`src/rtl/boa_uart_pkg.sv`:
```
// Shared constants and types for the oversampling UART receiver.
// Frame format is fixed 8N1 with four ticks per bit.
package boa_uart_pkg;

    localparam int OVERSAMPLE = 4;
    localparam int DATA_BITS  = 8;
    localparam int CNT_W      = $clog2(OVERSAMPLE);
    localparam int BIT_W      = $clog2(DATA_BITS);

    typedef enum logic [2:0] {
        RX_IDLE,
        RX_START,
        RX_DATA,
        RX_STOP,
        RX_BREAK
    } rx_state_t;

endpackage

```
`src/rtl/uart_rx_sync.sv`:
```
// Two-flop synchronizer for the asynchronous serial line.
// The reset value matches the line's idle level.
module uart_rx_sync #(
    parameter logic RST_VAL = 1'b1
) (
    input  logic clk,
    input  logic rst,
    input  logic d,
    output logic q
);

    logic meta;

    always_ff @(posedge clk) begin
        if (rst) begin
            meta <= RST_VAL;
            q    <= RST_VAL;
        end else begin
            meta <= d;
            q    <= meta;
        end
    end

endmodule

```
`src/rtl/uart_rx_os4.sv`:
```
// 8N1 UART receiver, 4x oversampled from a tick enable.
// One-byte holding register with valid/ready and overrun.
module uart_rx_os4
    import boa_uart_pkg::*;
(
    input  logic                 clk,
    input  logic                 rst,
    input  logic                 tick,
    input  logic                 rxd,
    output logic [DATA_BITS-1:0] rx_data,
    output logic                 rx_valid,
    input  logic                 rx_ready,
    output logic                 busy,
    output logic                 frame_err,
    output logic                 overrun
);

    localparam logic [CNT_W-1:0] CNT_MID  = CNT_W'(OVERSAMPLE / 2 - 1);
    localparam logic [CNT_W-1:0] CNT_LAST = CNT_W'(OVERSAMPLE - 1);
    localparam logic [BIT_W-1:0] BIT_LAST = BIT_W'(DATA_BITS - 1);

    logic                 rxd_s;
    rx_state_t            state;
    logic [CNT_W-1:0]     cnt;
    logic [BIT_W-1:0]     bitcnt;
    logic [DATA_BITS-1:0] shreg;
    logic                 stop_tick;
    logic                 done;
    logic                 bad_stop;

    uart_rx_sync #(
        .RST_VAL(1'b1)
    ) u_sync (
        .clk(clk),
        .rst(rst),
        .d  (rxd),
        .q  (rxd_s)
    );

    assign stop_tick = tick && (state == RX_STOP) && (cnt == CNT_LAST);
    assign done      = stop_tick && rxd_s;
    assign bad_stop  = stop_tick && !rxd_s;
    assign busy      = (state != RX_IDLE);

    always_ff @(posedge clk) begin
        if (rst) begin
            state  <= RX_IDLE;
            cnt    <= '0;
            bitcnt <= '0;
            shreg  <= '0;
        end else if (tick) begin
            unique case (state)
                RX_IDLE: begin
                    if (!rxd_s) begin
                        state <= RX_START;
                        cnt   <= '0;
                    end
                end
                RX_START: begin
                    cnt <= cnt + 1'b1;
                    // Mid-bit check rejects glitches shorter than half a bit
                    if (cnt == CNT_MID) begin
                        cnt <= '0;
                        if (rxd_s) begin
                            state <= RX_IDLE;
                        end else begin
                            state  <= RX_DATA;
                            bitcnt <= '0;
                        end
                    end
                end
                RX_DATA: begin
                    cnt <= cnt + 1'b1;
                    if (cnt == CNT_LAST) begin
                        shreg[bitcnt] <= rxd_s;
                        if (bitcnt == BIT_LAST) begin
                            state <= RX_STOP;
                        end else begin
                            bitcnt <= bitcnt + 1'b1;
                        end
                    end
                end
                RX_STOP: begin
                    cnt <= cnt + 1'b1;
                    if (cnt == CNT_LAST) begin
                        state <= rxd_s ? RX_IDLE : RX_BREAK;
                    end
                end
                RX_BREAK: begin
                    if (rxd_s) begin
                        state <= RX_IDLE;
                    end
                end
                default: begin
                    state <= RX_IDLE;
                end
            endcase
        end
    end

    // Holding register; a completing byte wins over a same-cycle read
    always_ff @(posedge clk) begin
        if (rst) begin
            rx_data   <= '0;
            rx_valid  <= 1'b0;
            frame_err <= 1'b0;
            overrun   <= 1'b0;
        end else begin
            frame_err <= bad_stop;
            overrun   <= 1'b0;
            if (done) begin
                if (!rx_valid || rx_ready) begin
                    rx_data  <= shreg;
                    rx_valid <= 1'b1;
                end else begin
                    overrun <= 1'b1;
                end
            end else if (rx_valid && rx_ready) begin
                rx_valid <= 1'b0;
            end
        end
    end

endmodule

```
`config.mk`:
```
export PLATFORM = sky130hd
export DESIGN_NAME = uart_rx_os4
export DESIGN_NICKNAME = d
export VERILOG_FILES = /design/src/rtl/boa_uart_pkg.sv /design/src/rtl/uart_rx_sync.sv /design/src/rtl/uart_rx_os4.sv
export SDC_FILE = /design/constraint.sdc
export NUM_CORES = 1
export LEC_CHECK = 0
export ABC_CLOCK_PERIOD_IN_PS = 4250
export BUFFER_PORTS_ARGS = -buffer_cell sky130_fd_sc_hd__buf_2
export CAP_MARGIN = 40
export CORE_MARGIN = 2
export CORE_UTILIZATION = 60
export DETAILED_ROUTE_END_ITERATION = 10
export PLACE_DENSITY = 0.79
export SLEW_MARGIN = 15
export SYNTH_ARGS = -nofsm -noshare
export SYNTH_HDL_FRONTEND = slang
export SYNTH_SLANG_ARGS = --single-unit
```
`constraint.sdc`:
```
create_clock -name clk -period 4.25 [get_ports clk]
set_input_delay 1.275 -clock clk [delete_from_list [all_inputs] [get_ports clk]]
set_output_delay 1.275 -clock clk [all_outputs]
set_load 0.02 [all_outputs]
```
==> impl_results.md, run 1 <==
- Status: finished clean
- WS Path Type: flip-flop to output port
- Largest net degree at the start of global routing: 24
- GR Layer Usage met2: 34.0%
- Ys Warns: 0
- Flip-flop and latch area: 581 um^2
- CTS sink count: 29
- Syn Area/Cell: 9.57 um^2
- Vias in the first global route: 964
- Distinct cells, synth: 38
- Pre-CTS setup slack: 1.72 ns
- Placed Area: 1440 um^2
- Ant diodes: 0
- Main synth FF type: dfxtp_1
- Leading area contributor after synthesis: dfxtp_1
- Post-CTS Setup Bufs: 0
- CTS tree: yes
- Row count: 17
- Grt met3 use: 8.62%
- Top Usage Layer GRT: met2
- Max stage delay on crit path: 0.71 ns
- Initial antenna violation count: 0
- Num ports: 17
- Synth async-reset ratio: 0%
- Static Leak: 0.670 nW
- Rel. slew slack: 59.6%
- Delay-heaviest family, CP: flip-flops
- Global Route Usage Sum: 22.6%
- CTS-repair resized insts: 0
- Syn nets: 153
- Switching portion of total power: 24.2%
- Post-synth top area share: 42.4%
- Post-route insts no fill: 186
- Worst-path maximum fanout: 18
- Die X: 51.8 um
- PD cells: 326 nW/um^2
- Setup TNS Final: 0 ns
- Synthesis-to-layout area growth: 8.87%
- Critical Path AT: 1.37 ns
- Htree depth: 2
- Top cells by area, synth: dfxtp_1 42%, mux2i_1 12%, nand2_1 6.3%
- Die height: 51.8 um
- Final Net Count: 168
- Critical path startpoint category: flip-flop
- Num CTS Buffers: 5
- Core area: 2190 um^2
- Most frequent cells after synthesis: 29 x dfxtp_1, 23 x nand2_1, 16 x mux2i_1
- Final Skew: 0.00476 ns
- First-pass GRT wire length: 4400 um
- Worst-margin pin slew: 0.606 ns
- Vias per inst: 5.76
- EDFF count, synth: 0
- Initial core utilization: 62.5%
- Setup crit end kind: output port
- CP Buf/Inv Count: 1
- Final wirelength: 2490 um
- Pre-Repair DR Iteration Count: 4
- PnR worst setup slack: 1.60 ns
- Max-Cap Viols: 0
- Final period util: 62.3%
- CTS Hold Bufs: 0
- CP Cell Sequence: or3_1 -> buf_2
- Crit-path slowest cell: dfxtp_1
- Highest Clock Rate: 0.378 GHz
- Final setup violation count: 0
- DRC Markers: 0
- Final GP Congestion: 0.775
- Fillers: 183
- CTS Root Cell: clkbuf_4
- Mapped Area: 1370 um^2
- Worst VDD drop: 250 uV
- Clk_lat worst skew: 0.32 ns
- Fin. max-slew vios: 0
- Final ANT Viol Nets: 0
- Number of synthesized register bits: 29
- Die ar.: 2680 um^2
- Gate Count Post-Synth: 143
- DR vias: 1071
- Share of layout cells above drive strength 1: 18.4%
- Sequential Power Share: 59.0%
- Required time of the critical path: 2.97 ns
- Tmin final: 2.65 ns
- Routing usage on met1: 29.3%
- Layout Cell Area excl Fill: 1490 um^2
- Global route overflow: 0
- Placed instance count: 179
- DP HPWL: 1780 um
- Switch Pwr: 117 uW
- Seq/Total Area, Yosys: 42.4%
- Comb power frac: 7.6%
- Int Pwr: 369 uW
- RSZ-0062 raised after global routing: false
- Hold Path Class: flip-flop to flip-flop
- Area of the multi-input gates: 716 um^2
- Port bufs: 16
- Cell with the most instances after synthesis: dfxtp_1
- CTS clk-pin slew, worst paths: 0.08 ns
- Maximum clock path buffer count: 2
- Routed length per instance: 13.4 um
- Hold Fails Final Rpt: 0
- Clock share of power: 33.4%
- DR iter-0 viols: 28
[metrics by stage]
stage	hold slack, ns	util, %	total power [mW]
3_5_place_dp	0.398	65.5	0.330
2_1_floorplan	0.389	-	0.324
3_3_place_gp	0.395	65.3	0.328
4_1_cts	0.419	68.0	0.492
6_report	0.415	68.0	0.486
5_1_grt	0.427	68.0	0.508
[path summary, 6_finish.rpt]
path                from  endpoint  slack, ns  cells after the start
max             state[0]      busy       1.60                      2
min reg2reg  u_sync.meta  u_sync.q       0.41                      1
min          u_sync.meta  u_sync.q       0.41                      1
max reg2reg       cnt[0]  shreg[6]       2.41                      5
[registers in the layout, summed over array words and instances (netlist names)]
register / count
overrun: 1
rx_valid: 1
cnt: 2
u_sync.meta: 1
frame_err: 1
u_sync.q: 1
rx_data: 8
shreg: 8
state: 3
bitcnt: 3
[layer usage]
| layer | wire length, um | vias to the layer above |
|---|---|---|
| li1 | - | 540 |
| met1 | 1150 | 492 |
| met2 | 1150 | 33 |
| met3 | 155 | 6 |
| met4 | 38 | 0 |
| met5 | 0 | - |
[worst reg2reg max path, delay by kind of cell (launching register included)]
kind	cells	cell delay, ns
and+or+nand+nor	2	0.65
DFF	1	0.41
adders and majority gates	1	0.26
buffers and inverters	1	0.26
muxes	1	0.19
[power by group through the flow]
stage	logic, mW	clock network, mW	registers, mW
after detailed placement	0.0371	0	0.293
after global routing	0.0428	0.177	0.288
after CTS	0.0372	0.168	0.287
after global placement	0.0356	0	0.293
after floorplan	0.0390	0	0.285
final	0.0370	0.163	0.287
[area by class of cell]
cell class / instances / share of cell area (%)
timing repair buffer: 17 / 5.71
tap: 28 / 2.35
clock buffer: 7 / 3.69
multi-input combinational: 100 / 48.0
sequential: 29 / 39.0
inverter: 5 / 1.26
[cells in the final DEF (no fill, tap or decap), types with 2 or more instances in the layout]
master     instances
dfxtp_1           29
nand2_1           23
buf_2             17
mux2i_1           16
inv_1              5
o21ai_0            5
nand2b_1           5
nand3_1            5
ha_1               5
clkbuf_4           5
a21oi_1            4
o2bb2ai_1          4
nand4_1            4
and3_1             2
or2_2              2
nor2_1             2
nand3b_1           2
nor4_1             2
nor2b_1            2
[cell families (layout without fill, tap and decap cells)]
family                     count (synthesis)  after routing  share of synthesized area (%)
buffers and inverters                     14             29                           5.30
and+or+nand+nor                           58             58                           24.6
AOI/OAI and AO/OA                         21             21                           11.4
DFF                                       29             29                           42.4
adders and majority gates                  5              5                           4.57
muxes                                     16             16                           11.7
No activity file was read; power rests on OpenSTA's default activity.
==> run 2, diff against run 1 <==
ABC_CLOCK_PERIOD_IN_PS = 2700   (was 4250)
CORE_UTILIZATION = 56   (was 60)
PLACE_DENSITY = 0.74   (was 0.79)
clock period = 2.7 ns   (was 4.25 ns; I/O delays follow)
==> run 2 against run 1 <==
Critical path depth stayed put. Global-route usage is 1.1 points lower. Critical path type unchanged. Non-clock buffer count is 1 higher.
==> impl_results.md, run 2 (synthesized netlist as in run 1, its figures left out) <==
- Status: finished clean
- CTS clk-pin slew, worst paths: 0.09 ns
- RSZ-0062 raised after global routing: false
- Max stage delay on crit path: 0.72 ns
- Ant diodes: 0
- Rel. slew slack: 59.0%
- Placed instance count: 180
- Most frequent cells in the layout: 29 x dfxtp_1, 23 x nand2_1, 16 x mux2i_1, 16 x buf_2
- Final Skew: 0.00973 ns
- Largest regs: rx_data: 8 flops, shreg: 8 flops
- Setup crit end kind: output port
- Pre-CTS setup slack: 0.752 ns
- CTS sink count: 29
- Htree depth: 2
- Synthesis-to-layout area growth: 9.32%
- CTS-repair resized insts: 0
- Required time of the critical path: 1.89 ns
- Final wirelength: 2560 um
- First-pass GRT wire length: 4350 um
- Worst-path maximum fanout: 18
- Setup TNS Final: 0 ns
- PnR worst setup slack: 0.510 ns
- Die ar.: 2860 um^2
- Fin. max-slew vios: 0
- Die height: 53.4 um
- Die X: 53.4 um
- Hold Path Class: flip-flop to flip-flop
- DP HPWL: 1800 um
- Largest net degree at the start of global routing: 19
- Final Net Count: 169
- DRC Markers: 0
- Post-route insts no fill: 188
- CTS Root Cell: clkbuf_4
- Num ports: 17
- CP Cell Sequence: or3_1 -> buf_2
- Worst hold slack: 0.415 ns
- Routed length per instance: 13.6 um
- CTS Hold Bufs: 0
- Num CTS Buffers: 5
- Share of layout cells above drive strength 1: 19.4%
- Post-CTS Setup Bufs: 0
- WS Path Type: flip-flop to output port
- Port bufs: 16
- Global Route Usage Sum: 21.5%
- Worst VDD drop: 388 uV
- Critical Path AT: 1.38 ns
- Pre-Repair DR Iteration Count: 4
- Global route overflow: 0
- Maximum clock path buffer count: 2
- Highest Clock Rate: 0.457 GHz
- Critical path startpoint category: flip-flop
- Final ANT Viol Nets: 0
- Initial core utilization: 60.7%
- Total power: 757 uW
- Vias in the first global route: 960
- Worst-margin pin slew: 0.615 ns
- DR iter-0 viols: 30
- Crit-path slowest cell: dfxtp_1
- CTS tree: yes
- Final period util: 81.1%
- Final GP Congestion: 0.861
- Row count: 17
- Hold Fails Final Rpt: 0
- Vias per inst: 5.82
- PD cells: 506 nW/um^2
- Fillers: 202
- Max-Cap Viols: 0
- Core area: 2250 um^2
- Commonest non-fill, non-tap cell in the layout: dfxtp_1
- Final setup violation count: 0
- Clk_lat worst skew: 0.32 ns
- Tmin final: 2.19 ns
- Static Leak: 0.675 nW
- Initial antenna violation count: 0
- DR vias: 1095
[run 2: cell type report]
| cell class | instances | area, um^2 | area share, % |
|---|---|---|---|
| inverter | 5 | 18.8 | 1.25 |
| tap | 28 | 35.0 | 2.34 |
| multi-input combinational | 100 | 716 | 47.8 |
| clock inverter | 2 | 10.0 | 0.669 |
| timing repair buffer | 18 | 95.1 | 6.35 |
| sequential | 29 | 581 | 38.8 |
| clock buffer | 6 | 41.3 | 2.76 |
[run 2: final timing paths]
check | from | to | slack (ns) | depth (start not counted)
worst max-delay path | state[0] | busy | 0.51 | 2
worst min-delay path | u_sync.meta | u_sync.q | 0.42 | 1
worst max register to register | state[0] | bitcnt[2] | 1.01 | 3
worst min register to register | u_sync.meta | u_sync.q | 0.42 | 1
[run 2: stage by stage]
| step | cell area [um^2] | utilization (%) |
|---|---|---|
| floorplan | 1370 | - |
| global placement | 1450 | 64.1 |
| detailed placement | 1450 | 64.1 |
| CTS | 1500 | 66.4 |
| global route | 1500 | 66.4 |
| finish | 1500 | 66.4 |
[run 2: critical path: cells and delay by family, from the launching register on]
kind / cells / cell delay (ns)
DFF: 1 / 0.72
buffers and inverters: 1 / 0.15
and+or+nand+nor: 1 / 0.18
[run 2: metal layers]
metal,GRT usage (%),part of all wire [%],up-vias
li1,-,-,548
met1,29.6,47,501
met2,29.4,45,42
met3,6.78,6.5,4
met4,11.1,1.6,0
met5,0,0,-
[run 2: where the power goes]
part,internal [mW],switching [mW],leakage [nW]
clock network,0.0990,0.145,0.0320
logic,0.0246,0.0361,0.409
registers,0.435,0.0171,0.234
==> run 3, diff against run 2 <==
ABC_CLOCK_PERIOD_IN_PS = 2150   (was 2700)
clock period = 2.15 ns   (was 2.7 ns; I/O delays follow)
==> run 3 against run 2 <==
Sequential power grew 24%. Register-to-register slack got worse by 0.47 ns. Total power grew 26%. Design area grew 0.50%. Sequential cell count is the same. Combinational power up 41%. Non-clock buffer count is 1 higher. Largest cell class unchanged. Highest routed layer unchanged.
==> impl_results.md, run 3 (synthesized netlist as in run 1, its figures left out) <==
- Status: finished clean
- Die X: 53.4 um
- CTS clk-pin slew, worst paths: 0.09 ns
- Final Skew: 0.0100 ns
- Hold Path Class: flip-flop to flip-flop
- CTS sink count: 29
- Final period util: 92.6%
- Setup crit end kind: output port
- RSZ-0062 raised after global routing: false
- Initial antenna violation count: 0
- CTS-repair resized insts: 0
- Htree depth: 2
- Critical path startpoint category: flip-flop
- Final ANT Viol Nets: 0
- Crit-path slowest cell: dfxtp_1
- Global route overflow: 0
- RR Startpoint: bitcnt[0]
- Vias in the first global route: 999
- CTS tree: yes
- Tmin final: 1.99 ns
- Final wirelength: 2580 um
- Row count: 17
- Worst VDD drop: 392 uV
- Worst-path maximum fanout: 16
- Fin. max-slew vios: 0
- Num CTS Buffers: 5
- CTS Root Cell: clkbuf_4
- Max stage delay on crit path: 0.46 ns
- PD cells: 634 nW/um^2
- Rel. slew slack: 58.9%
- Setup TNS Final: 0 ns
- Clk_lat worst skew: 0.32 ns
- Largest net degree at the start of global routing: 17
- DP HPWL: 1880 um
- Core area: 2250 um^2
- DR vias: 1102
- Share of layout cells above drive strength 1: 19.9%
- Critical Path AT: 1.35 ns
- Worst hold slack: 0.413 ns
- Pre-Repair DR Iteration Count: 4
- Maximum clock path buffer count: 2
- DRC Markers: 0
- Required time of the critical path: 1.50 ns
- Num ports: 17
- Hold depth: 1
- DR iter-0 viols: 17
- PnR worst setup slack: 0.160 ns
- CTS Hold Bufs: 0
- CP Cell Sequence: or3_1 -> buf_2
- Worst-margin pin slew: 0.610 ns
- Final GP Congestion: 0.858
- Largest regs: rx_data: 8 flops, shreg: 8 flops
- Highest Clock Rate: 0.503 GHz
- Pre-CTS setup slack: 0.424 ns
- Worst Hold End: u_sync.q
- Max-Cap Viols: 0
- Routed length per instance: 13.6 um
- Placed Area: 1450 um^2
- Initial core utilization: 60.7%
- WS Path Type: flip-flop to output port
- Commonest non-fill, non-tap cell in the layout: dfxtp_1
- First-pass GRT wire length: 4400 um
- Worst Setup SP: state[1]
- Hold Fails Final Rpt: 0
- Layout Cell Area excl Fill: 1500 um^2
- Port bufs: 16
- Final Net Count: 170
- Final setup violation count: 0
- Global Route Usage Sum: 21.9%
- Static Leak: 0.680 nW
- Ant diodes: 0
- Die ar.: 2860 um^2
- Flop-to-flop setup slack: 0.54 ns
- Vias per inst: 5.83
- Most frequent cells in the layout: 29 x dfxtp_1, 23 x nand2_1, 16 x mux2i_1, 16 x buf_2
- Register-to-Register Path Depth: 4
- Reg2reg end: bitcnt[2]
- Final core occ: 66.7%
- Die height: 53.4 um
- Post-CTS Setup Bufs: 0
- Synthesis-to-layout area growth: 9.87%
- HP Start: u_sync.meta
- Fillers: 192
==> run 3: critical path: cells and delay by family (launching register included) <==
family,cells,cell delay [ns]
buffers and inverters,1,0.16
flip-flops,1,0.46
AND/OR/NAND/NOR,1,0.41
==> run 3: worst max path at each step <==
stage | slack, ns | to
3_5_place_dp | 0.42 | bitcnt[2]
5_1_grt | 0.06 | busy
4_1_cts | 0.17 | busy
6_report | 0.16 | busy
3_3_place_gp | 0.48 | shreg[6]
2_1_floorplan | 0.53 | busy
==> run 3: stage by stage <==
step | power, mW | cells
after floorplan | 0.641 | 143
after global placement | 0.654 | 181
after detailed placement | 0.658 | 181
after CTS | 0.962 | 189
after global routing | 1.01 | 189
final | 0.954 | 189
==> run 3: layout make-up <==
type / count / area [um^2] / share of cell area, %
clock buffer: 6 / 41.3 / 2.75
inverter: 5 / 18.8 / 1.25
clock inverter: 2 / 10.0 / 0.666
timing repair buffer: 19 / 103 / 6.82
tap: 28 / 35.0 / 2.33
multi-input combinational: 100 / 716 / 47.6
sequential: 29 / 581 / 38.6
==> run 3: metal layers <==
metal  part of all wire, %  GRT usage [%]
met1                    46           26.8
met2                    47           32.5
met3                   6.3           10.5
met4                  0.66           9.40
met5                     0              0
==> run 3: where the power goes <==
| part | internal [mW] | switching, mW |
|---|---|---|
| clock network | 0.124 | 0.184 |
| logic | 0.0329 | 0.0524 |
| registers | 0.546 | 0.0145 |
